**src/rtl/apb_arb_pkg.sv**
```systemverilog
// rtl/apb_arb_pkg.sv - shared state encoding, widths and helpers for apb_req_arbiter
package apb_arb_pkg;

  typedef enum logic [1:0] {
    IDLE = 2'd0,
    BUSY = 2'd1,
    RESP = 2'd2
  } arb_state_t;

  // Address bit that steers a transfer to slave2 (1) or gpio (0)
  localparam int SLV_SEL_BIT = 32;

  localparam int DEF_NUM_REQ = 2;
  localparam int DEF_ADDR_W  = 33;
  localparam int DEF_DATA_W  = 32;
  localparam int DEF_TIMEOUT = 64;

  // Bits needed to hold values 0..n-1, never less than one
  function automatic int idx_width(input int n);
    return (n > 1) ? $clog2(n) : 1;
  endfunction

endpackage

```
**src/rtl/rr_priority_pick.sv**
```systemverilog
// rtl/rr_priority_pick.sv - round-robin pick: first set request at or above ptr, with wrap
module rr_priority_pick
  import apb_arb_pkg::*;
#(
  parameter int NUM_REQ = DEF_NUM_REQ,
  parameter int IDX_W   = 1
) (
  input  logic [NUM_REQ-1:0] req,
  input  logic [IDX_W-1:0]   ptr,
  output logic [NUM_REQ-1:0] gnt_onehot,
  output logic [IDX_W-1:0]   gnt_idx,
  output logic               any_req
);

  logic [IDX_W-1:0] cand_idx;
  int               sum;

  // Walk the requesters starting at ptr; the first asserted one wins
  always_comb begin
    gnt_onehot = '0;
    gnt_idx    = '0;
    any_req    = 1'b0;
    cand_idx   = '0;
    sum        = 0;
    for (int k = 0; k < NUM_REQ; k++) begin
      sum = int'(ptr) + k;
      if (sum >= NUM_REQ) begin
        sum = sum - NUM_REQ;
      end
      cand_idx = IDX_W'(sum);
      if (!any_req && req[cand_idx]) begin
        any_req              = 1'b1;
        gnt_onehot[cand_idx] = 1'b1;
        gnt_idx              = cand_idx;
      end
    end
  end

endmodule

```
**src/rtl/apb_req_arbiter.sv**
```systemverilog
// rtl/apb_req_arbiter.sv - round-robin sharing of one APB master among NUM_REQ requesters
module apb_req_arbiter
  import apb_arb_pkg::*;
#(
  parameter int NUM_REQ = DEF_NUM_REQ,
  parameter int ADDR_W  = DEF_ADDR_W,
  parameter int DATA_W  = DEF_DATA_W,
  parameter int TIMEOUT = DEF_TIMEOUT
) (
  input  logic                      PCLK,
  input  logic                      PRESETn,
  input  logic [NUM_REQ-1:0]        req,
  input  logic [NUM_REQ-1:0]        req_read,
  input  logic [NUM_REQ*ADDR_W-1:0] req_addr,
  input  logic [NUM_REQ*DATA_W-1:0] req_wdata,
  output logic [NUM_REQ-1:0]        gnt,
  output logic [NUM_REQ-1:0]        done,
  output logic [DATA_W-1:0]         rdata,
  output logic                      err,
  output logic                      m_transfer,
  output logic                      m_read_write,
  output logic [ADDR_W-1:0]         m_w_paddr,
  output logic [ADDR_W-1:0]         m_r_paddr,
  output logic [DATA_W-1:0]         m_w_data,
  input  logic                      m_ready,
  input  logic [DATA_W-1:0]         m_rdata,
  input  logic                      m_slverr
);

  localparam int IDX_W = idx_width(NUM_REQ);
  localparam int TMR_W = idx_width(TIMEOUT);
  localparam logic [TMR_W-1:0] TMR_LAST = TMR_W'(TIMEOUT - 1);
  localparam logic [IDX_W-1:0] IDX_LAST = IDX_W'(NUM_REQ - 1);

  arb_state_t         state;
  arb_state_t         state_next;
  logic [IDX_W-1:0]   ptr;
  logic [IDX_W-1:0]   win_idx;
  logic [IDX_W-1:0]   pick_idx;
  logic [NUM_REQ-1:0] pick_onehot;
  logic [NUM_REQ-1:0] gnt_q;
  logic               pick_any;
  logic               load_cmd;
  logic               time_up;
  logic               cmd_read;
  logic [ADDR_W-1:0]  cmd_addr;
  logic [DATA_W-1:0]  cmd_wdata;
  logic [DATA_W-1:0]  rdata_q;
  logic               err_q;
  logic [TMR_W-1:0]   timer;

  rr_priority_pick #(
    .NUM_REQ (NUM_REQ),
    .IDX_W   (IDX_W)
  ) u_pick (
    .req        (req),
    .ptr        (ptr),
    .gnt_onehot (pick_onehot),
    .gnt_idx    (pick_idx),
    .any_req    (pick_any)
  );

  assign time_up = (timer == TMR_LAST);
  assign gnt     = gnt_q;
  assign rdata   = rdata_q;
  assign err     = err_q;

  // State register; reset abandons any in-flight transfer without a done pulse
  always_ff @(posedge PCLK or negedge PRESETn) begin
    if (!PRESETn) begin
      state <= IDLE;
    end else begin
      state <= state_next;
    end
  end

  // Next-state decode plus the master-side and done outputs of each state
  always_comb begin
    state_next   = state;
    load_cmd     = 1'b0;
    done         = '0;
    m_transfer   = 1'b0;
    m_read_write = 1'b0;
    m_w_paddr    = '0;
    m_r_paddr    = '0;
    m_w_data     = '0;
    case (state)
      IDLE: begin
        if (pick_any) begin
          load_cmd   = 1'b1;
          state_next = BUSY;
        end
      end
      BUSY: begin
        m_transfer   = 1'b1;
        m_read_write = cmd_read;
        if (cmd_read) begin
          m_r_paddr = cmd_addr;
        end else begin
          m_w_paddr = cmd_addr;
          m_w_data  = cmd_wdata;
        end
        if (m_ready || time_up) begin
          state_next = RESP;
        end
      end
      RESP: begin
        done[win_idx] = 1'b1;
        state_next    = IDLE;
      end
      default: begin
        state_next = IDLE;
      end
    endcase
  end

  // Capture the winner's command and pulse its grant for one cycle
  always_ff @(posedge PCLK or negedge PRESETn) begin
    if (!PRESETn) begin
      gnt_q     <= '0;
      win_idx   <= '0;
      cmd_read  <= 1'b0;
      cmd_addr  <= '0;
      cmd_wdata <= '0;
    end else begin
      gnt_q <= load_cmd ? pick_onehot : '0;
      if (load_cmd) begin
        win_idx   <= pick_idx;
        cmd_read  <= req_read[pick_idx];
        cmd_addr  <= ADDR_W'(req_addr >> (int'(pick_idx) * ADDR_W));
        cmd_wdata <= DATA_W'(req_wdata >> (int'(pick_idx) * DATA_W));
      end
    end
  end

  // Count BUSY cycles from zero so a silent slave cannot stall the bus
  always_ff @(posedge PCLK or negedge PRESETn) begin
    if (!PRESETn) begin
      timer <= '0;
    end else if (state == BUSY && state_next == BUSY) begin
      timer <= timer + 1'b1;
    end else begin
      timer <= '0;
    end
  end

  // Record the response; a completion in the timeout cycle still wins
  always_ff @(posedge PCLK or negedge PRESETn) begin
    if (!PRESETn) begin
      rdata_q <= '0;
      err_q   <= 1'b0;
    end else if (state == BUSY) begin
      if (m_ready) begin
        rdata_q <= cmd_read ? m_rdata : '0;
        err_q   <= m_slverr;
      end else if (time_up) begin
        rdata_q <= '0;
        err_q   <= 1'b1;
      end
    end
  end

  // Rotate priority to just past the requester that was served
  always_ff @(posedge PCLK or negedge PRESETn) begin
    if (!PRESETn) begin
      ptr <= '0;
    end else if (state == RESP) begin
      ptr <= (win_idx == IDX_LAST) ? '0 : win_idx + 1'b1;
    end
  end

endmodule
```
**config.mk**
```make
export PLATFORM = sky130hd
export DESIGN_NAME = apb_req_arbiter
export DESIGN_NICKNAME = d
export VERILOG_FILES = /design/src/rtl/apb_arb_pkg.sv /design/src/rtl/rr_priority_pick.sv /design/src/rtl/apb_req_arbiter.sv
export SDC_FILE = /design/constraint.sdc
export NUM_CORES = 1
export LEC_CHECK = 0
export BUFFER_PORTS_ARGS = -buffer_cell sky130_fd_sc_hd__buf_2
export CORE_MARGIN = 2
export CORE_UTILIZATION = 40
export DETAILED_ROUTE_END_ITERATION = 6
export GPL_TIMING_DRIVEN = 0
export PLACE_DENSITY_LB_ADDON = 0.3
export SYNTH_ARGS = -nofsm -noshare
export SYNTH_HDL_FRONTEND = slang
export SYNTH_SLANG_ARGS = --single-unit
```
**constraint.sdc**
```tcl
create_clock -name PCLK -period 2.2 [get_ports PCLK]
set_clock_uncertainty 0.05 [all_clocks]
set_input_delay 0.22 -clock PCLK [delete_from_list [all_inputs] [get_ports PCLK]]
set_output_delay 0.22 -clock PCLK [all_outputs]
set_load 0.005 [all_outputs]
```
# --- Yosys cells after proc, flatten, opt, wreduce, memory -nomap -nowiden ---
# Index checks and enable logic that the tools add are counted.
op_classes:
  add_sub_neg: 5
  n_mul: 1
  magnitude_cmp: 9
  n_eq_ne: 4
  n_shift: 2
  n_mux: 42
  n_bitwise: 1
  n_reduce_logical: 10
op_table:
  columns: ["operator", "n"]
  rows:
  - ["$mux 32", 5]
  - ["$mux 33", 4]
  - ["$shr 66x7->33", 1]
  - ["$shr 64x6->32", 1]
  - ["$mux 1", 22]
  - ["$mux 2", 6]
  - ["$lt 1x2->1 const B", 4]
  - ["$mul 1x6->7 const B", 1]
  - ["$add 6x1->6 const B", 1]
  - ["$eq 6x6->1 const B", 1]
  - ["$mux 6", 1]
  - ["$logic_and 1x1->1", 5]
  - ["$eq 2x1->1 const B", 2]
  - ["$pmux 2 s2", 1]
  - ["$demux 1 s1", 3]
  - ["$ge 1x1->1 const B", 3]
  - ["$add 1x1->2 const B", 1]
  - ["$eq 2x2->1 const B", 1]
  - ["$ge 1x2->1 const B", 1]
  - ["$ge 2x2->1 const B", 1]
  - ["$logic_not 2->1", 1]
  - ["$or 2x2->2", 1]
  - ["$reduce_and 2->1", 1]
  - ["$reduce_bool 2->1", 1]
  - ["other kinds (4)", 5]
totals:
  ff_bits: 111
  elab_cells: 84

# --- Depth between registers and ports, before layout ---
depth:
  depth_word: 13
  ltp_mapped: 6
  ltp_nobuf: 4

# --- Hierarchy ---
# From an unflattened synthesis, not the netlist that was laid out.
unflattened:
  cells_unflattened: 596
  area_unflattened_um2: 5788.1
modules_own_cells:
  columns: ["module", "instances", "cells_each", "area_per_inst_um2", "seq_area_each_um2"]
  rows:
  - ["apb_req_arbiter", 1, 591, 5755.5, 2777.7]
  - ["rr_priority_pick", 1, 5, 32.5, 0.0]

# --- Worst setup path before layout ---
# OpenSTA, ideal clock, no wires.
synth_timing:
  path_type: "register -> register"
  from: "register timer[0]"
  to: "register rdata_q[10] (netlist: rdata[10])"
  t_arrival_ps: 1639
  setup_slack_ps: 390
  stages_incl_launch_ff: 7
  n_path_buf: 2
  synth_period_minus_slack_ps: 1810
  cell_sequence: "dfrtp_1 ha_1 nand3_2 or4_4 buf_6 buf_8 a32o_2"
synth_between:
  elab_chain_cells: 3
synth_lines:
  columns: ["element", "line", "rtl"]
  rows:
  - ["start, declared", "apb_req_arbiter.sv:50", "logic [TMR_W-1:0] timer;"]
  - ["start signal, assigned", "apb_req_arbiter.sv:141", "timer <= timer + 1'b1;"]
  - ["$eq 6x6->1", "apb_req_arbiter.sv:63", "assign time_up = (timer == TMR_LAST);"]
  - ["$reduce_bool 2->1 (no line)", null, null]
  - ["$reduce_and 2->1 (no line)", null, null]
  - ["end signal, assigned", "apb_req_arbiter.sv:154", "rdata_q <= cmd_read ? m_rdata : '0;"]
  - ["end, declared", "apb_req_arbiter.sv:48", "logic [DATA_W-1:0] rdata_q;"]
# Every way passes these cells.
# A chain may end at the register's enable or synchronous reset.

# --- Final worst setup path ---
layout_timing:
  from: "register state[1]"
  to: "register cmd_addr[1]"
layout_between:
  elab_chain_cells: 2
layout_lines:
  columns: ["element", "line", "rtl"]
  rows:
  - ["start, declared", "apb_req_arbiter.sv:35", "arb_state_t state;"]
  - ["start signal, assigned", "apb_req_arbiter.sv:73", "state <= state_next;"]
  - ["$logic_not 2->1", "apb_req_arbiter.sv:87", "case (state)"]
  - ["$mux 1", "apb_req_arbiter.sv:87", null]
  - ["end signal, assigned", "apb_req_arbiter.sv:130", "cmd_addr <= ADDR_W'(req_addr >> (int'(pick_idx) * ADDR_W));"]
  - ["end, declared", "apb_req_arbiter.sv:46", "logic [ADDR_W-1:0] cmd_addr;"]
# Every way passes these cells.

==> results by stage <==
STA:
- The count of final setup violators is 0.
- The hold violation count in the final report came to 0.
- The upper clock frequency limit is approximately 0.47 GHz.
- Adding up every negative setup slack in the final design gives 0 ns.
- In the finished design, the share of the clock period the worst path needs comes to 0.964.
- Hold is met by 0.0425 ns.
- The worst slew slack as a fraction of its limit is 0.488.
- Setup repair after global routing could not meet its margin everywhere.
- The clock period could shrink to roughly 2.1 ns.
- The worst path meets setup with roughly 0.080 ns of slack.
- For the pin with the worst max-slew slack, the measured transition is between 0.7 and 0.8 ns.
- The number of max-slew violations in the final report is 0.

Critical path:
- The worst setup path is launched from a register.
- The worst-path cell with the longest stage delay is sky130_fd_sc_hd__dfrtp_1.
- The critical path in this run is classified as reg -> reg.
- The cell repeated most along the worst path is sky130_fd_sc_hd__buf_2.
- The required time reported for the critical path endpoint is between 2 and 2.5 ns.
- The worst path buffer plus inverter count is 3.
- Of all nets on the critical path, the largest fanout is 10.
- The worst endpoint data arrival time is 2.34 ns.
- On the worst path, the slowest cell contributes a delay of around 0.49 ns.
- The cell family contributing the most delay on the critical path is buffers and inverters.
- Walking the worst path, the cells encountered are nor2_2, and3_1, clkbuf_1, buf_2, buf_2, a221o_1.
- The startpoint identified for the worst register-to-register timing path is state[1]$_DFF_PN0_.
- The worst setup path startpoint is state[1]$_DFF_PN0_.
- The endpoint kind of the worst setup timing path is a register.

Global routing:
- For this run, the total global-route usage over all layers was measured as 0.249.
- The number of antenna violations at the first check in global routing was 0.
- The remaining global-route overflow is 0.
- The first global-routing pass estimated approximately 28,000 um of wire.
- The pin count of the biggest net entering global routing is 57.
- The via count of the first global-routing pass came to approximately 5,500.

Clock network:
- The maximum clock insertion buffer count is 2.
- The worst-skew pair later-pin latency is approximately 0.34 ns.
- The CTS tree is built.
- The clock sink count is about 110.
- The H-tree generated during clock tree synthesis spans 3 levels.
- The root buffer cell is sky130_fd_sc_hd__clkbuf_16.
- The clock transition time at the flip-flop clock pins of the worst setup and hold paths is 0.07 ns.
- After clock tree synthesis, the setup repair step added 0 buffers.
- The number of clock buffers added by TritonCTS is 9.

Logic synthesis:
- The share of flip-flops with an asynchronous set or reset after synthesis is 1.00.
- Measured against the total synthesized area, the mux share comes to 0.
- The combined area of all synthesized cells is around 5400 um2.
- The count of different cell masters after synthesis is 32.
- Of the total synthesized cell area, the portion taken by XOR and XNOR cells is 0.00485.
- The number of warning messages in the yosys log is 0.
- The main combinational cell family by area after synthesis is compound AO/OA/AOI/OAI gates.
- After synthesis the netlist holds a flip-flop and latch count of around 110.
- The share of the synthesized area in compound gates (AO/OA/AOI/OAI) is 0.286.
- The number of nets in the synthesized netlist is 643.
- The synthesized area per cell is around 11 um2.
- Of the total synthesized cell area, the portion taken by full adders, half adders and majority gates is 0.00231.
- The number of cells produced by synthesis is 472.
- The most used flip-flop cell after synthesis is sky130_fd_sc_hd__dfrtp_1.
- Of the total synthesized cell area, the portion taken by AND, OR, NAND and NOR gates is 0.141.
- For this run, the register share of the synthesized area comes to 0.512.
- The count of flip-flops with a built-in enable after synthesis is 0.

Power and ir drop:
- For this design the static power due to leakage is ~4.2 nW.
- The worst-case IR drop observed on VDD is around 530 uV.
- The power after layout is about 9.4 mW.
- For this design the ratio of total power to cell area is 1240 nW/um2.

Outcome:
- The run finished with clean final reports.

Drt:
- Summed over all layers, the routed wires come to approximately 19,000 um.
- The count of unresolved DRC violations after routing is 0.
- The count of vias placed by the detailed router is between 5,000 and 6,000.
- The number of routed nets with antenna violations is 0.
- In the final routed layout, each cell accounts on average for just under 20 um.
- The first detailed-routing pass ran for 4 iterations.
- The first routing iteration left around 250 violations.
- The routed via count divided by cell count is 5.53.

Min path:
- The worst hold path belongs to the class in -> reg.
- The launch point of the worst hold path is m_rdata[2].

Placement:
- The final HPWL from detailed placement is between 10,000 and 15,000 um.
- The global placer's final weighted congestion is about 0.88.
- Buffers placed on the I/O ports in this run total around 310.
- The worst setup slack before clock tree synthesis is -0.290 ns.
- The cell area after placement is roughly 7200 um2.
- The number of placed cells counting well taps is between 900 and 1,000.

Finish:
- The number of antenna diodes in the final layout is 0.
- The net count of the finished layout is roughly 960.
- The final instance area is approximately 7600 um2.
- The number of standard cells in the layout, taps in and fillers out is 971.
- The area taken by flip-flops and latches is approximately 2800 um2.
- The area added between synthesis and finish is 39.8%.
- The footprint of the multi-input gates is between 2000 and 2500 um2.
- Of the cells placed in the final design, the portion with a size suffix greater than 1 is 0.472.
- For this run, the share of the core covered by cells in the final layout is 0.572.
- After filler insertion, the fill cell instance count of the layout stands at approximately 1,200.

Floorplan:
- Measured along the x axis, the die boundary spans approximately 120 um.
- The vertical die dimension is about 120 um.
- between 300 and 400 I/O pins were placed.
- The die covers around 15,000 um2.
- The initial core utilization is 0.409.
- The total number of placement rows is 42.
- The area of the core region is ~13,000 um2.

Flow run:
- Max-cap violations in this run came to 0.
-- worst paths after layout --
check	cells after the start	slack, ns	endpoint
setup / recovery	6	0.08	cmd_addr[1]$_DFFE_PN0P_
hold / removal	2	0.04	rdata[2]$_DFFE_PN0P_
setup reg to reg	6	0.08	cmd_addr[1]$_DFFE_PN0P_
hold reg to reg	1	0.43	timer[0]$_DFF_PN0_
max in group asynchronous	3	0.94	cmd_addr[31]$_DFFE_PN0P_
min in group asynchronous	2	0.44	cmd_wdata[22]$_DFFE_PN0P_
-- timing repair --
action                                  CTS  global route
gates resized for setup                  16             7
hold buffers                              1             0
hold endpoints to repair                 55             0
endpoints found under the setup margin  116            52
-- synthesized netlist by cell type, types with 2 or more instances --
cell	n	area, um2
sky130_fd_sc_hd__a21boi_0	66	495
sky130_fd_sc_hd__dfrtp_1	111	2780
sky130_fd_sc_hd__o21ai_0	2	10.0
sky130_fd_sc_hd__inv_1	2	7.51
sky130_fd_sc_hd__a32o_1	13	130
sky130_fd_sc_hd__clkbuf_1	38	143
sky130_fd_sc_hd__a32o_2	19	214
sky130_fd_sc_hd__nand2_1	6	22.5
sky130_fd_sc_hd__buf_8	3	45.0
sky130_fd_sc_hd__xor2_1	2	17.5
sky130_fd_sc_hd__a21oi_1	3	15.0
sky130_fd_sc_hd__a221o_1	66	661
sky130_fd_sc_hd__buf_6	3	33.8
sky130_fd_sc_hd__and2_1	67	419
sky130_fd_sc_hd__nor2_1	7	26.3
sky130_fd_sc_hd__buf_2	12	60.1
sky130_fd_sc_hd__and3_1	37	231
-- cells in the final DEF (no fill, tap or decap), drive strengths merged --
cell         instances
a21boi              66
a21o                 1
a21oi                3
a221o               66
a2bb2oi              1
a32o                32
and2                67
and3                37
buf                329
bufinv               2
clkbuf              46
clkinv               1
dfrtp              111
dlygate4sd3          1
ha                   1
inv                  3
nand2                6
nand2b               1
nand3                2
nor2                 7
nor2b                1
nor3                 1
nor3b                1
o211ai               1
o21ai                2
or2                  1
or3                  1
or4                  1
xnor2                1
xor2                 2
-- final cells by class --
type,count,share of cell area
clock buffers,13,0.0343
multi-input cells,302,0.312
well taps,176,0.0291
clock inverters,3,0.00859
inverters,3,0.00149
repair buffers,308,0.207
flip-flops and latches,111,0.367
plain buffers,55,0.0400
-- routing by layer --
metal	share of wire	global-route usage	vias to the layer above
met2	0.50	0.428	242
li1	-	-	2427
met5	0	0	-
met1	0.42	0.312	2671
met4	0.022	0.0901	0
met3	0.068	0.0467	31
-- cell families (layout without fill, tap and decap cells) --
family / count (synthesis) / count (layout)
DFF: 111 / 111
AOI/OAI and AO/OA: 172 / 172
and+or+nand+nor: 126 / 126
buffers and inverters: 59 / 382
adders and majority gates: 1 / 1
xor gates and xnor gates: 3 / 3
-- flip-flops by register name (all words and copies together), names as in the netlist, 2 cells and up --
| signal | cells |
|---|---|
| cmd_addr | 33 |
| cmd_wdata | 32 |
| gnt | 2 |
| rdata | 32 |
| state | 2 |
| timer | 6 |
-- power breakdown --
part / internal, mW / total [mW] / switching, mW
combinational: 2.08 / 4.19 / 2.11
clock: 1.06 / 1.79 / 0.725
sequential: 2.90 / 3.42 / 0.516
total: 6.04 / 9.39 / 3.35
Note: power is estimated with default switching activity, not from simulation.
